[src/rtl/hazard_tracker_pkg.sv]
// hazard_tracker_pkg: shared slot type, bubble constant and default widths for the hazard tracker
package hazard_tracker_pkg;
   localparam int REG_AW_DEF = 3;
   localparam int CNT_W_DEF  = 16;
   localparam logic [REG_AW_DEF-1:0] R0 = '0;
   typedef struct packed {
      logic                  valid;
      logic [REG_AW_DEF-1:0] src1;
      logic [REG_AW_DEF-1:0] src2;
      logic [REG_AW_DEF-1:0] dest;
      logic                  wr_en;
      logic                  mem_read;
   } slot_t;
   localparam slot_t BUBBLE = '0;
endpackage

[src/rtl/hazard_tracker_if.sv]
// hazard_tracker_if: ID-stage request, stall and forwarding-unit signals between pipeline (master) and tracker (slave)
// master drives forwarding_en, id_*, flush, stall_count_clr; slave drives stall, ex_src*, dest_*, reg_write_en_*, stall_count
interface hazard_tracker_if
   import hazard_tracker_pkg::*;
#(
   parameter int REG_AW = REG_AW_DEF,
   parameter int CNT_W  = CNT_W_DEF
) ();
   logic              forwarding_en;
   logic              id_valid;
   logic [REG_AW-1:0] id_src1;
   logic [REG_AW-1:0] id_src2;
   logic              id_use_src2;
   logic [REG_AW-1:0] id_dest;
   logic              id_reg_write_en;
   logic              id_mem_read;
   logic              flush;
   logic              stall_count_clr;
   logic              stall;
   logic [REG_AW-1:0] ex_src1;
   logic [REG_AW-1:0] ex_src2;
   logic [REG_AW-1:0] dest_Mem;
   logic [REG_AW-1:0] dest_WB;
   logic              reg_write_en_Mem;
   logic              reg_write_en_WB;
   logic [CNT_W-1:0]  stall_count;
   modport master (
      output forwarding_en, id_valid, id_src1, id_src2, id_use_src2, id_dest,
             id_reg_write_en, id_mem_read, flush, stall_count_clr,
      input  stall, ex_src1, ex_src2, dest_Mem, dest_WB,
             reg_write_en_Mem, reg_write_en_WB, stall_count
   );
   modport slave (
      input  forwarding_en, id_valid, id_src1, id_src2, id_use_src2, id_dest,
             id_reg_write_en, id_mem_read, flush, stall_count_clr,
      output stall, ex_src1, ex_src2, dest_Mem, dest_WB,
             reg_write_en_Mem, reg_write_en_WB, stall_count
   );
endinterface

[src/rtl/hazard_tracker_match.sv]
// hazard_match: one operand against one slot's pending write; r0 never matches
// ports: s operand, valid/wr_en/dest of the slot, match result
module hazard_match
   import hazard_tracker_pkg::*;
(
   input  logic [REG_AW_DEF-1:0] s,
   input  logic                  valid,
   input  logic                  wr_en,
   input  logic [REG_AW_DEF-1:0] dest,
   output logic                  match
);
   assign match = valid && wr_en && dest == s && s != R0;
endmodule

[src/rtl/hazard_tracker.sv]
// hazard_tracker: tracks EX/MEM/WB destination state, raises stall and counts stall cycles
// ports: clk, rst_n (async active-low), bus (slave side of hazard_tracker_if)
module hazard_tracker
   import hazard_tracker_pkg::*;
#(
   parameter int REG_AW = REG_AW_DEF,
   parameter int CNT_W  = CNT_W_DEF
) (
   input logic             clk,
   input logic             rst_n,
   hazard_tracker_if.slave bus
);
   slot_t             sl [3];
   slot_t             id_slot;
   logic [REG_AW-1:0] src2_eff;
   logic [2:0]        m1;
   logic [2:0]        m2;
   logic              hazard;
   logic [CNT_W-1:0]  cnt;
   logic              unused_fields;
   // an immediate form presents r0 as src2 so it can never match
   assign src2_eff = bus.id_use_src2 ? bus.id_src2 : '0;
   for (genvar i = 0; i < 3; i++) begin : g_match
      hazard_match u_m1 (.s(bus.id_src1), .valid(sl[i].valid), .wr_en(sl[i].wr_en), .dest(sl[i].dest), .match(m1[i]));
      hazard_match u_m2 (.s(src2_eff), .valid(sl[i].valid), .wr_en(sl[i].wr_en), .dest(sl[i].dest), .match(m2[i]));
   end
   // with forwarding only a load in EX cannot be bypassed; without it every pending write blocks
   assign hazard    = bus.forwarding_en ? sl[0].mem_read && (m1[0] || m2[0]) : |(m1 | m2);
   assign bus.stall = bus.id_valid && !bus.flush && hazard;
   always_comb id_slot = '{valid: 1'b1, src1: bus.id_src1, src2: bus.id_src2, dest: bus.id_dest,
                           wr_en: bus.id_reg_write_en && bus.id_dest != '0, mem_read: bus.id_mem_read};
   always_ff @(posedge clk or negedge rst_n)
      if (!rst_n) begin
         sl  <= '{default: BUBBLE};
         cnt <= '0;
      end else begin
         sl[2] <= sl[1];
         sl[1] <= sl[0];
         sl[0] <= (bus.flush || bus.stall || !bus.id_valid) ? BUBBLE : id_slot;
         cnt   <= bus.stall_count_clr ? '0 : (bus.stall && !(&cnt)) ? cnt + 1'b1 : cnt;
      end
   assign bus.ex_src1          = sl[0].src1;
   assign bus.ex_src2          = sl[0].src2;
   assign bus.dest_Mem         = sl[1].dest;
   assign bus.reg_write_en_Mem = sl[1].valid && sl[1].wr_en;
   assign bus.dest_WB          = sl[2].dest;
   assign bus.reg_write_en_WB  = sl[2].valid && sl[2].wr_en;
   assign bus.stall_count      = cnt;
   assign unused_fields = ^{sl[1].src1, sl[1].src2, sl[1].mem_read, sl[2].src1, sl[2].src2, sl[2].mem_read};
endmodule
[src/flat_wrapper.sv]
// flat-port wrapper written by rule: the top's interface ports become plain ports
module hazard_tracker_flat import hazard_tracker_pkg::*;
#(
   parameter int REG_AW = REG_AW_DEF,
   parameter int CNT_W  = CNT_W_DEF
)
  (clk, rst_n, bus_forwarding_en, bus_id_valid, bus_id_src1, bus_id_src2, bus_id_use_src2, bus_id_dest, bus_id_reg_write_en, bus_id_mem_read, bus_flush, bus_stall_count_clr, bus_stall, bus_ex_src1, bus_ex_src2, bus_dest_Mem, bus_dest_WB, bus_reg_write_en_Mem, bus_reg_write_en_WB, bus_stall_count);
  hazard_tracker_if #(.REG_AW(REG_AW), .CNT_W(CNT_W)) bus_i ();
  input logic clk;
  input logic rst_n;
  input wire logic [$bits(bus_i.forwarding_en)-1:0] bus_forwarding_en;
  input wire logic [$bits(bus_i.id_valid)-1:0] bus_id_valid;
  input wire logic [$bits(bus_i.id_src1)-1:0] bus_id_src1;
  input wire logic [$bits(bus_i.id_src2)-1:0] bus_id_src2;
  input wire logic [$bits(bus_i.id_use_src2)-1:0] bus_id_use_src2;
  input wire logic [$bits(bus_i.id_dest)-1:0] bus_id_dest;
  input wire logic [$bits(bus_i.id_reg_write_en)-1:0] bus_id_reg_write_en;
  input wire logic [$bits(bus_i.id_mem_read)-1:0] bus_id_mem_read;
  input wire logic [$bits(bus_i.flush)-1:0] bus_flush;
  input wire logic [$bits(bus_i.stall_count_clr)-1:0] bus_stall_count_clr;
  output wire logic [$bits(bus_i.stall)-1:0] bus_stall;
  output wire logic [$bits(bus_i.ex_src1)-1:0] bus_ex_src1;
  output wire logic [$bits(bus_i.ex_src2)-1:0] bus_ex_src2;
  output wire logic [$bits(bus_i.dest_Mem)-1:0] bus_dest_Mem;
  output wire logic [$bits(bus_i.dest_WB)-1:0] bus_dest_WB;
  output wire logic [$bits(bus_i.reg_write_en_Mem)-1:0] bus_reg_write_en_Mem;
  output wire logic [$bits(bus_i.reg_write_en_WB)-1:0] bus_reg_write_en_WB;
  output wire logic [$bits(bus_i.stall_count)-1:0] bus_stall_count;
  assign bus_i.forwarding_en = bus_forwarding_en;
  assign bus_i.id_valid = bus_id_valid;
  assign bus_i.id_src1 = bus_id_src1;
  assign bus_i.id_src2 = bus_id_src2;
  assign bus_i.id_use_src2 = bus_id_use_src2;
  assign bus_i.id_dest = bus_id_dest;
  assign bus_i.id_reg_write_en = bus_id_reg_write_en;
  assign bus_i.id_mem_read = bus_id_mem_read;
  assign bus_i.flush = bus_flush;
  assign bus_i.stall_count_clr = bus_stall_count_clr;
  assign bus_stall = bus_i.stall;
  assign bus_ex_src1 = bus_i.ex_src1;
  assign bus_ex_src2 = bus_i.ex_src2;
  assign bus_dest_Mem = bus_i.dest_Mem;
  assign bus_dest_WB = bus_i.dest_WB;
  assign bus_reg_write_en_Mem = bus_i.reg_write_en_Mem;
  assign bus_reg_write_en_WB = bus_i.reg_write_en_WB;
  assign bus_stall_count = bus_i.stall_count;
  hazard_tracker #(.REG_AW(REG_AW), .CNT_W(CNT_W)) u_core (.clk(clk), .rst_n(rst_n), .bus(bus_i));
endmodule
[config.mk]
export PLATFORM = sky130hd
export DESIGN_NAME = hazard_tracker_flat
export DESIGN_NICKNAME = d
export VERILOG_FILES = /design/src/rtl/hazard_tracker_pkg.sv /design/src/rtl/hazard_tracker_if.sv /design/src/rtl/hazard_tracker_match.sv /design/src/rtl/hazard_tracker.sv /design/src/flat_wrapper.sv
export SDC_FILE = /design/constraint.sdc
export NUM_CORES = 1
export LEC_CHECK = 0
export CORE_ASPECT_RATIO = 1.4
export CORE_MARGIN = 5
export CORE_UTILIZATION = 42
export DETAILED_ROUTE_END_ITERATION = 10
export PLACE_DENSITY = 0.7
export SYNTH_ARGS = -nofsm -noshare
export SYNTH_HDL_FRONTEND = slang
export SYNTH_SLANG_ARGS = --single-unit
[constraint.sdc]
create_clock -name clk -period 3 [get_ports clk]
set_clock_uncertainty 0.15 [all_clocks]
set_input_delay 0.3 -clock clk [delete_from_list [all_inputs] [get_ports clk]]
set_output_delay 0.3 -clock clk [all_outputs]
set_load 0.03 [all_outputs]
==> results, run 1 <==
- The combinational fraction of design power is 0.116.
- The detail-routed via count per cell is 5.35.
- The floorplan step defined a die boundary enclosing about 0.006 mm^2.
- The clock-pin slew on the worst setup and hold paths is 70 ps.
- The clock share of power is 0.335.
- The top cell type's share of synthesized area is 0.492.
- The number of buffers inserted during clock tree synthesis is 5.
- For the worst setup path, the data arrival time is 2420 ps.
- In this run the remaining antenna-violating nets after routing total 0.
- Of the cells placed in the final design, the portion with a size suffix greater than 1 is 0.0970.
- The net switching power is roughly 0.00024 W.
- The total of cells resized after clock tree synthesis is 0.
- The worst-case IR drop observed on VDD is 0.000241 V.
- Relative to the synthesized area, the layout overhead comes to 30.5%.
- The number of slew-limit violations in the final report is 0.
- STA classifies the critical path endpoint as a primary output.
- In this run the number of H-tree levels came out at 2.
- Of the total power, the share spent switching nets is 0.244.
- The top cell type by total area after synthesis is sky130_fd_sc_hd__dfrtp_1.
- The most used flip-flop cell after synthesis is sky130_fd_sc_hd__dfrtp_1.
- The largest buffer count on any clock path is 2.
- CTS saw 38 sinks.
- Setup repair after global routing left no endpoint under its margin.
- For this design the ratio of total power to cell area is 384 mW/mm^2.
- Ranked by total cell area, the synthesized netlist is headed by sky130_fd_sc_hd__dfrtp_1 (49%), sky130_fd_sc_hd__buf_4 (4.7%), sky130_fd_sc_hd__xor2_1 (4.1%).
- Final hold analysis gives a worst-case slack of about 220 ps.
- The number of diodes added for antenna fixing is 0.
- The final layout contains about 260 nets.
- The maximum clock frequency is 0.348 GHz.
- The post-detailed-routing wire length is 4650 um.
- At the worst endpoint, the required time is 2550 ps.
- The total standard cell area after synthesis is 0.00193 mm^2.
- The routability congestion estimate is 0.837.
- Measured along the x axis, the die boundary spans between 60 and 70 um.
- In this run the vertical extent of the chip is 90.3 um.
- In this design, the critical path's most frequently occurring cell is sky130_fd_sc_hd__buf_4.
- The standby leakage power is approximately 1.1 nW.
- The first routing iteration left 63 violations.
- Entering global routing, the biggest net connects 39 pins.
- The via count of the first global-routing pass was 1614.
- The most common cell after layout, fill and taps aside is sky130_fd_sc_hd__clkdlybuf4s50_1.
- The register share of total power is 0.549.
- Setup violations remaining at the end of the flow were counted as 0.
- In this run the worst hold path is classified as flip-flop to flip-flop.
- The core region is 0.00450 mm^2.
- The CTS tree is yes.
- The number of distinct library cell variants in the gate-level netlist after synthesis is 43.
- At the pin with the least slew margin, the transition time is 813 ps.
- The first detailed-routing pass took 5 iterations.
- The slowest stage of the critical path is the sky130_fd_sc_hd__or4_1 cell.
- After legalization and detailed placement, the total HPWL measured ~3400 um.
- The signal on the critical path passes through clkdlybuf4s50_1 -> o21ba_1 -> mux2i_1 -> or4_1 -> a41oi_4 -> o21ai_1 -> buf_4 -> inv_1 -> buf_4.
- The floorplan has 29 rows.
- The run finished with clean final reports.
- The number of placed I/O pins is between 40 and 50.
- After detailed routing, the number of remaining DRC violations is 0.
- The initial utilization of the core area, before any placement, comes to 0.430.
- In this design, the stage delay of the slowest critical-path cell is just under 600 ps.
- The number of nets in the synthesized netlist is 208.
- The share of synthesized area occupied by flip-flops and latches is 0.492.
- The internal portion of the total power is 0.000733 W.
- Detailed routing inserted a total of 1599 vias.
- The element type at the critical path start is a primary input.
- The top cell types in the final layout, fill and taps aside, are sky130_fd_sc_hd__clkdlybuf4s50_1 (46), sky130_fd_sc_hd__dfrtp_1 (38), sky130_fd_sc_hd__nor2_1 (12), sky130_fd_sc_hd__a21oi_1 (12).
- The later-pin clock latency in the skew report is 290 ps.
- Subtracting the final worst setup slack from the clock period gives around 2900 ps.
- The first global-routing pass estimated just under 8000 um of wire.
- The count of endpoints failing hold in the final timing report came to 0.
- The total negative slack is 0 ps.
- The clock root buffer is sky130_fd_sc_hd__clkbuf_8.
- During synthesis, Yosys emitted a total of 0 warnings.
- Counting flops with a built-in enable in the synthesized netlist gives 0.
- After global routing the overflow that remains totals 0.
- Dividing the final minimum period by the clock period gives 0.958.
- A synthesized cell averages 10.2 um^2.
- The number of max-cap violations is 0.
- Measured against its own limit, the worst slew margin works out to 0.458.
- After synthesis, the share of flip-flops with an asynchronous set or reset is 1.00.
- The final routed wire length divided by cell count is 15.6 um.
- The global-route total usage across every layer is 0.166.
- Synthesis handed over a netlist of approximately 190 instances.
- Along the worst path, the maximum fanout reaches 5.
- The number of antenna violations at the first check in global routing was 0.
- The kind of critical path is primary input to primary output.
- The count of input and output buffers is 48.
- The post-synthesis sequential element count is 38.
## flip-flops by register name, indices dropped and copies added (netlist names)
register                count
u_core.bus.stall_count     16
u_core.sl                  10
u_core.bus.dest_Mem         3
u_core.bus.dest_WB          3
u_core.bus.ex_src1          3
u_core.bus.ex_src2          3
## cell type report
class                           instances  area (um^2)
Fill cell                             435         1970
Tap cell                               62         77.6
Sequential cell                        38          951
Clock inverter                          2         10.0
Timing Repair Buffer                   58          551
Inverter                                5         18.8
Clock buffer                            5         68.8
Multi-Input combinational cell        129          848
## stage by stage
| step | util | instances | power (W) | area (um^2) | worst slack (ps) |
|---|---|---|---|---|---|
| 3_5_place_dp | 0.541 | 291 | 0.000655 | 2440 | 80.7 |
| 5_1_grt | 0.561 | 299 | 0.00101 | 2520 | 7.80 |
| 2_1_floorplan | - | 189 | 0.000595 | 1930 | 483 |
| 4_1_cts | 0.561 | 299 | 0.000983 | 2520 | 139 |
| 6_report | 0.561 | 299 | 0.000970 | 2520 | 126 |
| 3_3_place_gp | 0.541 | 291 | 0.000654 | 2440 | 146 |
## cells in the mapped netlist, drive strengths merged (2+ instances only)
master   instances
and2             2
a211oi           2
a21oi           12
or3             10
and3            10
nand3            5
or4              6
o2111ai          2
xor2             9
buf             14
o31ai            3
mux2i            3
nand2b           3
nand4            2
o21ai           11
nor2            12
nand3b           2
nand2            9
a31oi            2
xnor2            4
clkbuf           3
nor3             2
dfrtp           38
nor2b            3
and4             3
inv              5
## final timing paths
path,cells past startpoint,endpoint,slack [ps],startpoint
max in group asynchronous,2,u_core.bus.ex_src1[2],1690,rst_n
min,0,u_core.sl[1],220,u_core.sl[13]
max reg2reg,7,u_core.bus.stall_count[4],560,u_core.bus.dest_Mem[2]
max,9,bus_stall,130,bus_id_src2[2]
min reg2reg,0,u_core.sl[1],220,u_core.sl[13]
min in group asynchronous,2,u_core.bus.dest_WB[0],500,rst_n
## critical path, delay by kind of cell
| kind | cells | cell delay, ps |
|---|---|---|
| multiplexers | 1 | 80 |
| buffers and inverters | 4 | 810 |
| AO/OA/AOI/OAI | 3 | 640 |
| AND/OR/NAND/NOR | 1 | 580 |
## power groups by stage
stage / Combinational, W / Sequential, W / Clock (W)
after floorplan: 0.0000548 / 0.000540 / 0
after global placement: 0.000111 / 0.000543 / 0
after detailed placement: 0.000112 / 0.000543 / 0
after CTS: 0.000113 / 0.000533 / 0.000336
after global routing: 0.000122 / 0.000535 / 0.000350
final: 0.000112 / 0.000533 / 0.000325
## per-layer routing
| metal | wire [um] | GRT usage |
|---|---|---|
| met1 | 1910 | 0.200 |
| met2 | 2320 | 0.268 |
| met3 | 287 | 0.0411 |
| met4 | 133 | 0.0812 |
| met5 | 0 | 0 |
## kinds of logic after synthesis
| kind of cell | after synthesis | share of synthesized area |
|---|---|---|
| XOR/XNOR | 13 | 0.0589 |
| adder cells (fa/ha/maj) | 1 | 0.00647 |
| flip-flops | 38 | 0.492 |
| multiplexers | 4 | 0.0213 |
| buffers and inverters | 22 | 0.0699 |
| AND/OR/NAND/NOR | 72 | 0.213 |
| AO/OA/AOI/OAI | 39 | 0.139 |
## repair_timing
action | in CTS | in global routing
setup buffers | 0 | 0
hold buffers | 1 | 0
endpoints found under the hold margin | 38 | 0
(Power assumes the default switching activity.)
==> run 2, diff against run 1 <==
Clock period 3 ns to 2.9 ns, I/O delays scaled along.
==> run 2 against run 1 <==
Compared with the run above: final cell count up 1.7%; cell area up 4.3%; via count up 1.7%; die area unchanged.
==> results, run 2 (synthesis results as in run 1) <==
- The post-detailed-routing wire length is around 4500 um.
- The number of remaining DRC errors is 0.
- Detailed placement ended at an HPWL of ~3400 um.
- The number of diodes added for antenna fixing is 0.
- The worst slew margin relative to its limit is 0.448.
- The count of buffer and inverter cells on the critical path is 4.
- Dividing the detail-routed via count by the number of cells gives roughly 5.3.
- At the end of the flow, the number of nets in the layout was 260.
- Leaving out fill and tap cells, the most frequent cell in the layout is sky130_fd_sc_hd__clkdlybuf4s50_1.
- Data on the critical path arrives at its endpoint at 2330 ps.
- The count of endpoints failing hold in the final timing report is 0.
- The residual antenna-violating net count after detailed routing is 0.
- During I/O placement, the number of pins put on the boundary was 49.
- The count of buffers added on input and output ports is 48.
- The number of antenna violations at the first check in global routing is 0.
- The critical path in this run is classified as primary input to primary output.
- STA classifies the critical path startpoint as a primary input.
- Along the worst hold path, the cell count comes to 0.
- Once layout is done, the placed cells without fillers occupy 0.00263 mm^2.
- The clock-pin slew on the worst setup and hold paths is approximately 70 ps.
- The final period demand of the worst path is 2770 ps.
- The effective utilization at floorplan is 0.430.
- Entering global routing, the biggest net connects 39 pins.
- Setup repair after global routing left no endpoint under its margin.
- The critical path's most frequent cell is sky130_fd_sc_hd__buf_4.
- The tree built by TritonCTS fans out to 38 sinks.
- TritonCTS built the clock tree.
- STA classifies the critical path endpoint as a primary output.
- The maximum clock frequency is 0.361 GHz.
- At the end of routability-driven placement, the weighted congestion stood at ~0.8.
- Measured along the y axis, the die boundary spans ~90 um.
- The via count of the first global-routing pass is 1639.
- The core footprint is 0.00450 mm^2.
- Measured in cells, the most critical reg-to-reg path has a length of 7.
- The standby leakage power is roughly 1.1 nW.
- The first global-routing pass estimated 7740 um of wire.
- The starting DRC count in detailed routing is a little under 80.
- Across all setup checks in the final design, the least slack found is ~130 ps.
- The number of max-cap violations is 0.
- The number of vias after detailed routing is 1626.
- The flow ran to the end, and the final reports show no timing, DRC or antenna violations.
- The first detailed-routing pass ran for 4 iterations.
- The count of standard-cell rows is 29.
- Setup violations remaining at the end of the flow were counted as 0.
- After detailed routing, the average wire length per cell comes to 15.0 um.
- After global routing the overflow that remains totals 0.
- Leaving out fill and tap cells, the most frequent cells in the layout are sky130_fd_sc_hd__clkdlybuf4s50_1 (46), sky130_fd_sc_hd__dfrtp_1 (38), sky130_fd_sc_hd__buf_4 (14), sky130_fd_sc_hd__nor2_1 (12), sky130_fd_sc_hd__a21oi_1 (12).
- At the pin with the least slew margin, the transition time is 827 ps.
- In the global route stage, overall resource usage came out at 0.168.
- Of the cells placed in the final design, the portion with a size suffix greater than 1 is 0.128.
- The worst hold path belongs to the class flip-flop to flip-flop.
- The number of clock buffers added by TritonCTS is 5.
- The share of the core filled with cells is 0.585.
- The maximum vdd drop is 0.000280 V.
- The highest fanout seen on the critical path is 5.
- Of the available clock period, the critical path in the final layout requires 0.955.
- STA puts the critical path data required time at 2460 ps.
- Relative to the synthesized area, the layout overhead comes to 36.2%.
- The instance area at placement is between 0.002 and 0.0025 mm^2.
- In this design, the stage delay of the slowest critical-path cell is 540 ps.
- In this run the power density over the cells is 465 mW/mm^2.
- The total stage count of the critical path is 9.
- The die area is 0.00608 mm^2.
- Measured along the x axis, the die boundary spans about 67 um.
- The number of slew-limit violations in the final report came to 0.
- The number of flip-flops in the largest register is 16.
- The H-tree was split into 2 levels.
- Timing analysis after detailed placement gives a worst setup slack of -24.9 ps.
- For the worst-skew pair, the clock arrives at the later sink with an insertion delay of 290 ps.
- Walking the worst path, the cells encountered are clkdlybuf4s50_1 -> o21ba_2 -> mux2i_1 -> or4_4 -> a41oi_4 -> o21ai_4 -> buf_4 -> inv_1 -> buf_4.
- In this design, the largest share of critical-path delay is due to buffers and inverters.
- Counting along the longest clock path gives a buffer depth of 2.
- The number of inserted filler cells in the final layout is 428.
- The clock root buffer is sky130_fd_sc_hd__clkbuf_8.
- The slowest cell on the critical path is sky130_fd_sc_hd__or4_4.
[run 2: changes by cell type in the layout (fill, tap and decap cells not counted)]
cell,change
sky130_fd_sc_hd__or4_1,-1
sky130_fd_sc_hd__bufinv_16,+2
sky130_fd_sc_hd__or4_4,+1
sky130_fd_sc_hd__o21ai_1,-1
sky130_fd_sc_hd__clkbuf_8,+1
sky130_fd_sc_hd__o21ba_2,+1
sky130_fd_sc_hd__o21ai_4,+1
sky130_fd_sc_hd__o21ba_1,-1
sky130_fd_sc_hd__buf_4,+4
sky130_fd_sc_hd__clkinv_2,-2
[run 2: metrics by stage]
stage / total power, W / hold WS, ps / setup TNS, ps / std cells
6_report: 0.00123 / 218 / 0 / 304
2_1_floorplan: 0.000616 / -156 / 0 / 189
5_1_grt: 0.00127 / 233 / 0 / 304
3_5_place_dp: 0.000680 / 203 / -26.3 / 294
4_1_cts: 0.00124 / 220 / 0 / 303
3_3_place_gp: 0.000680 / 199 / 0 / 294
[run 2: power breakdown]
group | total (W) | switching, W | internal, W
clock | 0.000555 | 0.000188 | 0.000367
sequential | 0.000551 | 0.00000873 | 0.000542
combinational | 0.000120 | 0.0000620 | 0.0000584
[run 2: worst paths after layout]
check	from	endpoint	slack [ps]
setup / recovery	bus_id_src2[0]	bus_stall	130
hold / removal	u_core.sl[13]	u_core.sl[1]	220
setup reg to reg	u_core.bus.dest_Mem[2]	u_core.bus.stall_count[6]	490
hold reg to reg	u_core.sl[13]	u_core.sl[1]	220
max in group asynchronous	rst_n	u_core.bus.stall_count[10]	1590
min in group asynchronous	rst_n	u_core.sl[11]	480
[run 2: final cells by class]
| type | count | area [um^2] | area share |
|---|---|---|---|
| clock buffer | 6 | 82.6 | 0.0314 |
| timing repair buffer | 62 | 581 | 0.220 |
| multi-input combinational | 129 | 863 | 0.328 |
| tap | 62 | 77.6 | 0.0295 |
| sequential | 38 | 951 | 0.361 |
| inverter | 5 | 18.8 | 0.00713 |
| clock inverter | 2 | 60.1 | 0.0228 |
[run 2: worst reg2reg max path: cells and delay by family (launching register included)]
| family | cells | cell delay, ps |
|---|---|---|
| buffers and inverters | 1 | 190 |
| multiplexers | 1 | 150 |
| AO/OA/AOI/OAI | 3 | 500 |
| AND/OR/NAND/NOR | 2 | 890 |
| flip-flops | 1 | 450 |
[run 2: timing repair]
item,CTS,global route
hold buffers,1,0
setup buffers,0,1
gates resized for setup,0,4
endpoints found under the setup margin,0,1
hold endpoints to repair,38,0
[run 2: metal layers]
metal | vias up | share of wire | global-route usage
met4 | 0 | 0.017 | 0.0660
li1 | 775 | - | -
met3 | 5 | 0.066 | 0.0473
met2 | 59 | 0.48 | 0.272
met1 | 787 | 0.44 | 0.207
met5 | - | 0 | 0
